$ cat src/rtl/seg7_pkg.sv
`default_nettype none
// +--------------------------------------------------------------------------+
// | seg7_pkg: shared seven-segment glyph table, scan FSM states and decoder. |
// | Optional build macro: SEG7_BCD_CHECK_EN (flag A-F glyphs as errors).     |
// | Revision: 1.0                                                            |
// +--------------------------------------------------------------------------+
package seg7_pkg;

    localparam logic [6:0] SEG7_0 = 7'h40;
    localparam logic [6:0] SEG7_1 = 7'h79;
    localparam logic [6:0] SEG7_2 = 7'h24;
    localparam logic [6:0] SEG7_3 = 7'h30;
    localparam logic [6:0] SEG7_4 = 7'h19;
    localparam logic [6:0] SEG7_5 = 7'h12;
    localparam logic [6:0] SEG7_6 = 7'h02;
    localparam logic [6:0] SEG7_7 = 7'h78;
    localparam logic [6:0] SEG7_8 = 7'h00;
    localparam logic [6:0] SEG7_9 = 7'h18;
    localparam logic [6:0] SEG7_A = 7'h08;
    localparam logic [6:0] SEG7_B = 7'h03;
    localparam logic [6:0] SEG7_C = 7'h46;
    localparam logic [6:0] SEG7_D = 7'h21;
    localparam logic [6:0] SEG7_E = 7'h06;
    localparam logic [6:0] SEG7_F = 7'h0E;

    typedef enum logic [1:0] {
        S_WAIT  = 2'd0,
        S_LATCH = 2'd1,
        S_HOLD  = 2'd2
    } state_t;

    // Returns {err, nibble}; unknown patterns yield nibble 0 with err set.
    function automatic logic [4:0] seg7_decode(input logic [6:0] seg);
        logic [3:0] nibble;
        logic       err;
        nibble = 4'h0;
        err    = 1'b0;
        case (seg)
            SEG7_0:  nibble = 4'h0;
            SEG7_1:  nibble = 4'h1;
            SEG7_2:  nibble = 4'h2;
            SEG7_3:  nibble = 4'h3;
            SEG7_4:  nibble = 4'h4;
            SEG7_5:  nibble = 4'h5;
            SEG7_6:  nibble = 4'h6;
            SEG7_7:  nibble = 4'h7;
            SEG7_8:  nibble = 4'h8;
            SEG7_9:  nibble = 4'h9;
            SEG7_A:  nibble = 4'hA;
            SEG7_B:  nibble = 4'hB;
            SEG7_C:  nibble = 4'hC;
            SEG7_D:  nibble = 4'hD;
            SEG7_E:  nibble = 4'hE;
            SEG7_F:  nibble = 4'hF;
            default: err    = 1'b1;
        endcase
`ifdef SEG7_BCD_CHECK_EN
        if (!err && nibble > 4'h9) begin
            err = 1'b1;
        end
`endif
        return {err, nibble};
    endfunction

endpackage
`default_nettype wire

$ cat src/rtl/seg7_glyph_decode.sv
`default_nettype none
// +--------------------------------------------------------------------------+
// | seg7_glyph_decode: combinational active-low glyph to nibble/err decoder. |
// | Revision: 1.0                                                            |
// +--------------------------------------------------------------------------+
module seg7_glyph_decode
    import seg7_pkg::*;
(
    input  logic [6:0] seg,
    output logic [3:0] nibble,
    output logic       err
);

    assign {err, nibble} = seg7_decode(seg);

endmodule
`default_nettype wire

$ cat src/rtl/seg7_scan_decoder.sv
`default_nettype none
// +--------------------------------------------------------------------------+
// | seg7_scan_decoder: samples a multiplexed seven-segment bus and presents  |
// | each complete multi-digit frame on a valid/ready handshake.              |
// | Optional build macro: SEG7_BCD_CHECK_EN.                                 |
// | Revision: 1.0                                                            |
// +--------------------------------------------------------------------------+
module seg7_scan_decoder
    import seg7_pkg::*;
#(
    parameter int DIGITS        = 4,
    parameter int STABLE_CYCLES = 8,
    parameter int SYNC_STAGES   = 2
) (
    input  logic                clk,
    input  logic                rst,
    input  logic [6:0]          seg_in,
    input  logic [DIGITS-1:0]   an_in,
    output logic [4*DIGITS-1:0] out_value,
    output logic [DIGITS-1:0]   out_err,
    output logic                out_valid,
    input  logic                out_ready,
    output logic                overrun
);

    localparam int                 C_CNT_W  = $clog2(STABLE_CYCLES + 1);
    localparam logic [C_CNT_W-1:0] C_STABLE = C_CNT_W'(STABLE_CYCLES);
    localparam logic [C_CNT_W-1:0] C_ONE    = C_CNT_W'(1);
    localparam int                 C_BUS_W  = 7 + DIGITS;

    logic [C_BUS_W-1:0]  r_sync [SYNC_STAGES];
    logic [C_BUS_W-1:0]  w_bus;
    logic [C_BUS_W-1:0]  r_last;
    logic [C_BUS_W-1:0]  r_cap;
    logic [C_CNT_W-1:0]  r_count;
    logic [C_CNT_W-1:0]  w_count;
    logic                w_changed;
    logic [DIGITS-1:0]   w_an_low;
    logic                w_one_hot;
    logic [DIGITS-1:0]   w_last_low;
    state_t              r_state;
    state_t              w_state_next;
    logic                w_latch;
    logic [3:0]          w_nibble;
    logic                w_err;
    logic [4*DIGITS-1:0] r_digits;
    logic [DIGITS-1:0]   r_errs;
    logic [DIGITS-1:0]   r_seen;
    logic [DIGITS-1:0]   w_seen_next;
    logic                w_complete;

    // Synchronizer idles at the blank bus value (all lines high).
    always_ff @(posedge clk) begin
        if (!rst) begin
            for (int i = 0; i < SYNC_STAGES; i++) begin
                r_sync[i] <= '1;
            end
        end else begin
            r_sync[0] <= {seg_in, an_in};
            for (int i = 1; i < SYNC_STAGES; i++) begin
                r_sync[i] <= r_sync[i-1];
            end
        end
    end

    assign w_bus     = r_sync[SYNC_STAGES-1];
    assign w_changed = (w_bus != r_last);
    assign w_an_low  = ~w_bus[DIGITS-1:0];
    assign w_one_hot = (w_an_low != '0) && ((w_an_low & (w_an_low - DIGITS'(1))) == '0);

    // w_count is the run length including the current cycle.
    always_comb begin
        w_count = r_count;
        if (w_changed) begin
            w_count = C_ONE;
        end else if (r_count != C_STABLE) begin
            w_count = r_count + C_ONE;
        end
    end

    always_ff @(posedge clk) begin
        if (!rst) begin
            r_last  <= '1;
            r_count <= '0;
        end else begin
            r_last  <= w_bus;
            r_count <= w_count;
        end
    end

    always_ff @(posedge clk) begin
        if (!rst) begin
            r_state <= S_WAIT;
        end else begin
            r_state <= w_state_next;
        end
    end

    // HOLD compares against the captured pattern, so a change landing during
    // LATCH still releases the FSM.
    always_comb begin
        w_state_next = r_state;
        case (r_state)
            S_WAIT:  if (w_count == C_STABLE && w_one_hot) w_state_next = S_LATCH;
            S_LATCH: w_state_next = S_HOLD;
            S_HOLD:  if (w_bus != r_cap) w_state_next = S_WAIT;
            default: w_state_next = S_WAIT;
        endcase
    end

    always_comb begin
        w_latch = (r_state == S_LATCH);
    end

    // r_last holds the pattern that satisfied the stability test.
    assign w_last_low = ~r_last[DIGITS-1:0];

    seg7_glyph_decode u_glyph_decode (
        .seg    (r_last[C_BUS_W-1:DIGITS]),
        .nibble (w_nibble),
        .err    (w_err)
    );

    assign w_complete  = &r_seen;
    assign w_seen_next = (w_complete ? '0 : r_seen) | (w_latch ? w_last_low : '0);

    always_ff @(posedge clk) begin
        if (!rst) begin
            r_cap    <= '1;
            r_digits <= '0;
            r_errs   <= '0;
            r_seen   <= '0;
        end else begin
            r_seen <= w_seen_next;
            if (w_latch) begin
                r_cap <= r_last;
                for (int i = 0; i < DIGITS; i++) begin
                    if (w_last_low[i]) begin
                        r_digits[4*i +: 4] <= w_nibble;
                        r_errs[i]          <= w_err;
                    end
                end
            end
        end
    end

    always_ff @(posedge clk) begin
        if (!rst) begin
            out_value <= '0;
            out_err   <= '0;
            out_valid <= 1'b0;
            overrun   <= 1'b0;
        end else if (w_complete) begin
            out_value <= r_digits;
            out_err   <= r_errs;
            out_valid <= 1'b1;
            if (out_valid && !out_ready) begin
                overrun <= 1'b1;
            end
        end else if (out_ready) begin
            out_valid <= 1'b0;
        end
    end

endmodule
`default_nettype wire

$ cat config.mk
export PLATFORM = sky130hd
export DESIGN_NAME = seg7_scan_decoder
export DESIGN_NICKNAME = d
export VERILOG_FILES = /design/src/rtl/seg7_pkg.sv /design/src/rtl/seg7_glyph_decode.sv /design/src/rtl/seg7_scan_decoder.sv
export SDC_FILE = /design/constraint.sdc
export NUM_CORES = 1
export LEC_CHECK = 0
export BUFFER_PORTS_ARGS = -buffer_cell sky130_fd_sc_hd__buf_2
export CORE_ASPECT_RATIO = 1.5
export CORE_MARGIN = 5
export CORE_UTILIZATION = 60
export CTS_CLUSTER_DIAMETER = 150
export DETAILED_ROUTE_END_ITERATION = 6
export PLACE_DENSITY = 0.92
export SYNTH_ARGS = -nofsm -noshare
export SYNTH_HDL_FRONTEND = slang
export SYNTH_HIERARCHICAL = 1
export SYNTH_SLANG_ARGS = --single-unit
$ cat constraint.sdc
create_clock -name clk -period 4.8 [get_ports clk]
set_input_delay 0 -clock clk [delete_from_list [all_inputs] [get_ports clk]]
set_output_delay 0 -clock clk [all_outputs]
set_load 0.03 [all_outputs]
# After elaboration in Yosys (flattened, before gate mapping)
# Memory sizes are Yosys's and may differ from the RTL's.
# Cells that the tools add are included.
[totals]
regBits = 74
ramBits = 22
input_bits = 14
out_inout_bits = 22
wordCells = 81
mem_count = 1
[mem_list]
columns = ["name", "depth", "width", "rd", "rd_ports_with_merged_regs", "write_ports", "line_no", "source"]
rows = [
  ["r_sync", 2, 11, 2, 0, 2, "seg7_scan_decoder.sv:31", "logic [C_BUS_W-1:0] r_sync [SYNC_STAGES];"],
]
[classes]
n_addsub = 2
n_eq_ne = 23
mux = 15
bitwise_logic = 6
n_reduce_logical = 17
[ops]
columns = ["operator", "count"]
rows = [
  ["$pmux W4 S15", 1],
  ["$eq A7 B7 Y1 const B", 4],
  ["$mux W11", 2],
  ["$ne A11 B11 Y1", 2],
  ["$eq A7 B5 Y1 const B", 3],
  ["$eq A7 B6 Y1 const B", 3],
  ["$mux W4", 4],
  ["$reduce_or A16 Y1", 1],
  ["$eq A7 B2 Y1 const B", 2],
  ["$eq A7 B4 Y1 const B", 2],
  ["$reduce_and A2 Y1", 5],
  ["$not A4 Y4", 2],
  ["$eq A7 B3 Y1 const B", 1],
  ["$logic_not A7 Y1", 1],
  ["$pmux W2 S3", 1],
  ["$mux W1", 5],
  ["$reduce_and A5 Y1", 1],
  ["$add A4 B1 Y4 const B", 1],
  ["$and A4 B4 Y4", 1],
  ["$eq A4 B4 Y1 const B", 1],
  ["$logic_not A4 Y1", 1],
  ["$mux W2", 2],
  ["$ne A2 B2 Y1 const B", 2],
  ["$ne A4 B4 Y1 const B", 1],
  ["11 further kinds", 14],
]

# Longest topological paths before layout
[logic_depth]
depth_word = 8
ltp_mapped = 7
depth_no_buf = 6

# Modules after synthesis
# Netlist, hierarchy kept.
[modules_own_cells]
columns = ["mod", "n_inst", "cells_each", "area_per_inst_um2", "seq_area_each_um2"]
rows = [
  ["seg7_scan_decoder", 1, 377, 3408.3, 1921.8],
  ["seg7_glyph_decode", 1, 53, 390.4, 0.0],
]

# Worst setup path before layout
# No wires, ideal clock.
[synth_path]
path_type = "reg-to-reg"
start = "register r_last[7]"
end = "register r_errs[0]"
setup_time_ns = 0.070
arrival_ns = 1.626
required_time_ns = 4.730
slack_ns = 3.104
stages_incl_launch_ff = 8
n_path_buf = 1
period_less_slack_ns = 1.696
cell_sequence = "dfxtp_1 -> buf_6 -> nor3b_2 -> a22oi_2 -> nand4_2 -> nor4bb_1 -> nand2_1 -> a21oi_1"
[synth_via]
elab_chain_len = 3
word_cells_on_any_way = 18
classes_between = "15 x eq/ne; 1 x mux; 2 x reduce/logical"
[synth_rtl]
columns = ["item", "line_no", "source"]
rows = [
  ["start, declared", "seg7_scan_decoder.sv:33", "logic [C_BUS_W-1:0] r_last;"],
  ["start signal, assigned", "seg7_scan_decoder.sv:86", "r_last <= w_bus;"],
  ["$eq A7 B7 Y1, or another cell as far along", "seg7_pkg.sv:38", "case (seg)"],
  ["$reduce_or A16 Y1 (no source line) *", "-", ""],
  ["$mux W1 *", "seg7_pkg.sv:38", ""],
  ["via w_err", "seg7_scan_decoder.sv:45", "logic w_err;"],
  ["end signal, assigned by index", "seg7_scan_decoder.sv:140", "r_errs[i] <= w_err;"],
  ["end, declared", "seg7_scan_decoder.sv:47", "logic [DIGITS-1:0] r_errs;"],
]
# Mark *: on every way through the listed nets, which the timed path passes. The rest lies on a longest branch.
# A chain may end at the register's enable or synchronous reset.

# Worst setup path in the final report
[layout_path]
start = "register r_last[6]"
end = "register r_digits[0]"
[layout_via]
elab_chain_len = 2
word_cells_on_any_way = 16
classes_between = "14 x eq/ne; 1 x mux; 1 x reduce/logical"
[layout_rtl]
columns = ["item", "line_no", "source"]
rows = [
  ["$eq A7 B4 Y1, or another cell as far along", "seg7_pkg.sv:38", ""],
  ["$pmux W4 S15 *", "seg7_pkg.sv:38", ""],
  ["via w_nibble[0]", "seg7_scan_decoder.sv:44", "logic [3:0] w_nibble;"],
  ["end signal, assigned by index", "seg7_scan_decoder.sv:139", "r_digits[4*i +: 4] <= w_nibble;"],
  ["end, declared", "seg7_scan_decoder.sv:46", "logic [4*DIGITS-1:0] r_digits;"],
]
# Marks and branches as above.

==> results.py <==
metrics = {
    "status": {
        "status": "completed",
    },
    "route": {
        "drc": 0,
        "routed_via_density": 5.60,
        "ant_nets": 0,
        "drt_iter0_markers": 350,
        "wl_per_cell_um": 14.0,
        "drt_pass1_iterations": 4,
        "via_count": 3040,
        "wirelength_um": 7630,
    },
    "placement": {
        "port_buffers": 35,
        "place_congestion": 0.889,
        "hpwl_um": 5270,
    },
    "setup_path": {
        "cp.arrival_ns": 2.39,
        "startpoint_type": "flip-flop",
        "crit_path_start": "r_last[6]",
        "crit_fanout": 11,
        "crit_end": "r_digits[0]",
        "r2r-start": "r_last[6]",
        "reg2reg_depth": 5,
        "path_class": "flip-flop to flip-flop",
        "cp-end-kind": "flip-flop",
        "r2r-end": "r_digits[0]",
        "regToRegSetupSlack_ns": 2.70,
        "cp.required_ns": 5.10,
    },
    "pwr": {
        "clkPwrFrac": 0.362,
        "p_comb_frac": 0.046,
        "p_sw_mw": 0.346,
        "power_leakage_nw": 1.61,
        "ir_worst_vdd_uv": 273,
        "sw_frac_of_total": 0.249,
        "power_mw": 1.39,
        "power_density_mw_per_mm2": 327,
        "seqPwrFrac": 0.592,
        "p_int_mw": 1.04,
    },
    "synth": {
        "synth_area_per_cell_um2": 8.83,
        "syn_area_mm2": 0.00380,
        "synth_fp_nets": 446,
        "yosys-top-cells-area": "dfxtp_1, nand2_1, a21oi_1",
        "synth_cells": 430,
        "synth-main-ff-cell": "dfxtp_1",
        "ys_ff_latch": 96,
        "synthArstFlopShare": 0,
        "synth_edf_count": 0,
        "yosysSeqAreaShare": 0.506,
        "netlist.area_leader.share": 0.506,
        "synth_most_common_cell": "dfxtp_1",
        "ys.warnings.count": 6,
        "yosys.area.top_type": "dfxtp_1",
        "ys_top_cells_by_count": "dfxtp_1, nand2_1, a21oi_1",
        "synth_cell_type_count": 46,
    },
    "die": {
        "die_x_um": 75.0,
        "start_util": 0.615,
        "core_mm2": 0.00617,
        "io_pins": 36,
        "die_h_um": 107,
        "dieArea_mm2": 0.00805,
        "core.rowCount": 35,
    },
    "cells_and_area": {
        "fill_cells": 492,
        "multi_input_area_mm2": 0.00172,
        "seqCellArea_mm2": 0.00192,
        "area.growth.synth_to_final_pct": 12.1,
        "drive_gt1_frac": 0.134,
        "nets": 480,
        "num_antenna_cells": 0,
    },
    "timing": {
        "final-setup-viol-count": 0,
        "drv_slew": 0,
        "worstMarginPinSlew_ns": 0.938,
        "maxSlewHeadroom": 0.373,
        "hold_viol_final": 0,
        "fin_worst_skew_ns": 0.0170,
        "setup_tns_ns": 0,
        "timing.final.crit_share": 0.437,
        "period_minus_slack_ns": 2.10,
        "max_freq_ghz": 0.476,
        "rsz0062_at_grt": "no",
    },
    "hold_path": {
        "min-delay-path-class": "primary input to flip-flop",
    },
    "clocking": {
        "clkSinkCount": 96,
        "clock_path_buffers": 2,
        "cts_buffers": 9,
        "holdBufCountCts": 12,
        "ctsResizeCount": 0,
        "cts_tree": "yes",
        "root_buffer": "clkbuf_8",
        "cts.clk_slew.worst_paths_ns": 0.10,
        "htreeDepth": 3,
        "insertion_delay_ns": 0.37,
        "post_cts_buffers": 0,
    },
    "grt": {
        "grt.total_usage": 0.210,
        "grt_pass1_wl_um": 13100,
        "antenna_found_initial": 0,
        "grt_max_degree": 52,
        "grt_overflow": 0,
        "grt_pass1_vias": 2928,
    },
    "job": {
        "cap_violations": 0,
    },
}
-- cells in the final DEF (no fill, tap or decap), types with 3 or more instances in the layout --
cell	instances
a21oi_1	48
buf_2	35
clkbuf_8	9
dfxtp_1	96
dlygate4sd3_1	12
inv_1	4
inv_8	4
nand2_1	80
nand2b_1	37
nand3_1	13
nand4_1	6
nor2_1	16
nor2b_1	5
nor3_1	3
nor4_1	5
nor4_2	3
o21ai_0	26
xnor2_1	13
xor2_1	14
-- state kept, by name, summed over array words and instances, names as in the netlist --
signal     cells
r_digits      16
r_seen         4
out_valid      1
overrun        1
out_value     16
r_count        4
r_last        11
r_cap         11
out_err        4
r_sync        22
r_state        2
r_errs         4
-- layer usage --
layer / wire length, um / global-route usage
met1: 2890 / 0.229
met2: 4040 / 0.362
met3: 411 / 0.0523
met4: 287 / 0.109
met5: 0 / 0
-- per-stage QoR --
stage	hold slack (ns)	cell area (um2)	instances	setup WS (ns)	util
floorplan	0.101	3800	430	3.10	-
global placement	0.179	3940	515	2.88	0.639
detailed placement	0.183	3940	515	2.76	0.639
CTS	0.160	4260	543	2.69	0.689
global route	0.209	4260	543	2.54	0.689
finish	0.162	4260	543	2.70	0.689
-- power by group through the flow --
stage          Clock (mW)  Combinational [mW]  Sequential [mW]
2_1_floorplan           0              0.0496            0.834
3_3_place_gp            0              0.0538            0.840
3_5_place_dp            0              0.0563            0.841
4_1_cts             0.518              0.0640            0.823
5_1_grt             0.558              0.0710            0.825
6_report            0.503              0.0642            0.823
-- final cells by class --
class                      instances  area share
clock buffer                       9      0.0291
inverter                           5     0.00441
tap                               74      0.0218
sequential                        96       0.451
timing repair buffer              49      0.0729
multi-input combinational        303       0.404
clock inverter                     7      0.0162
-- worst max-delay path, cell delays in order, from the launching register on --
cell      delay, ns
dfxtp_1        0.57
nor4bb_1       0.55
mux2i_1        0.14
o311ai_1       0.51
nand2_1        0.10
a21oi_1        0.15
-- how the worst min path moves through the flow --
stage / depth (start not counted) / slack (ns) / to / startpoint
global placement: 2 / 0.18 / r_sync[0][1] / an_in[1]
finish: 2 / 0.16 / r_last[2] / rst
detailed placement: 2 / 0.18 / r_sync[0][4] / seg_in[0]
floorplan: 1 / 0.10 / r_sync[0][0] / an_in[0]
global route: 2 / 0.21 / r_sync[0][2] / rst
CTS: 2 / 0.16 / r_last[2] / rst
-- cells by family after synthesis --
group | synth area share
AO/OA/AOI/OAI | 0.119
buffers and inverters | 0.0412
XOR/XNOR | 0.0623
multiplexers | 0.00264
adder cells (fa/ha/maj) | 0.00659
AND/OR/NAND/NOR | 0.262
flip-flops | 0.506
Power figures use the tool's default switching activity.
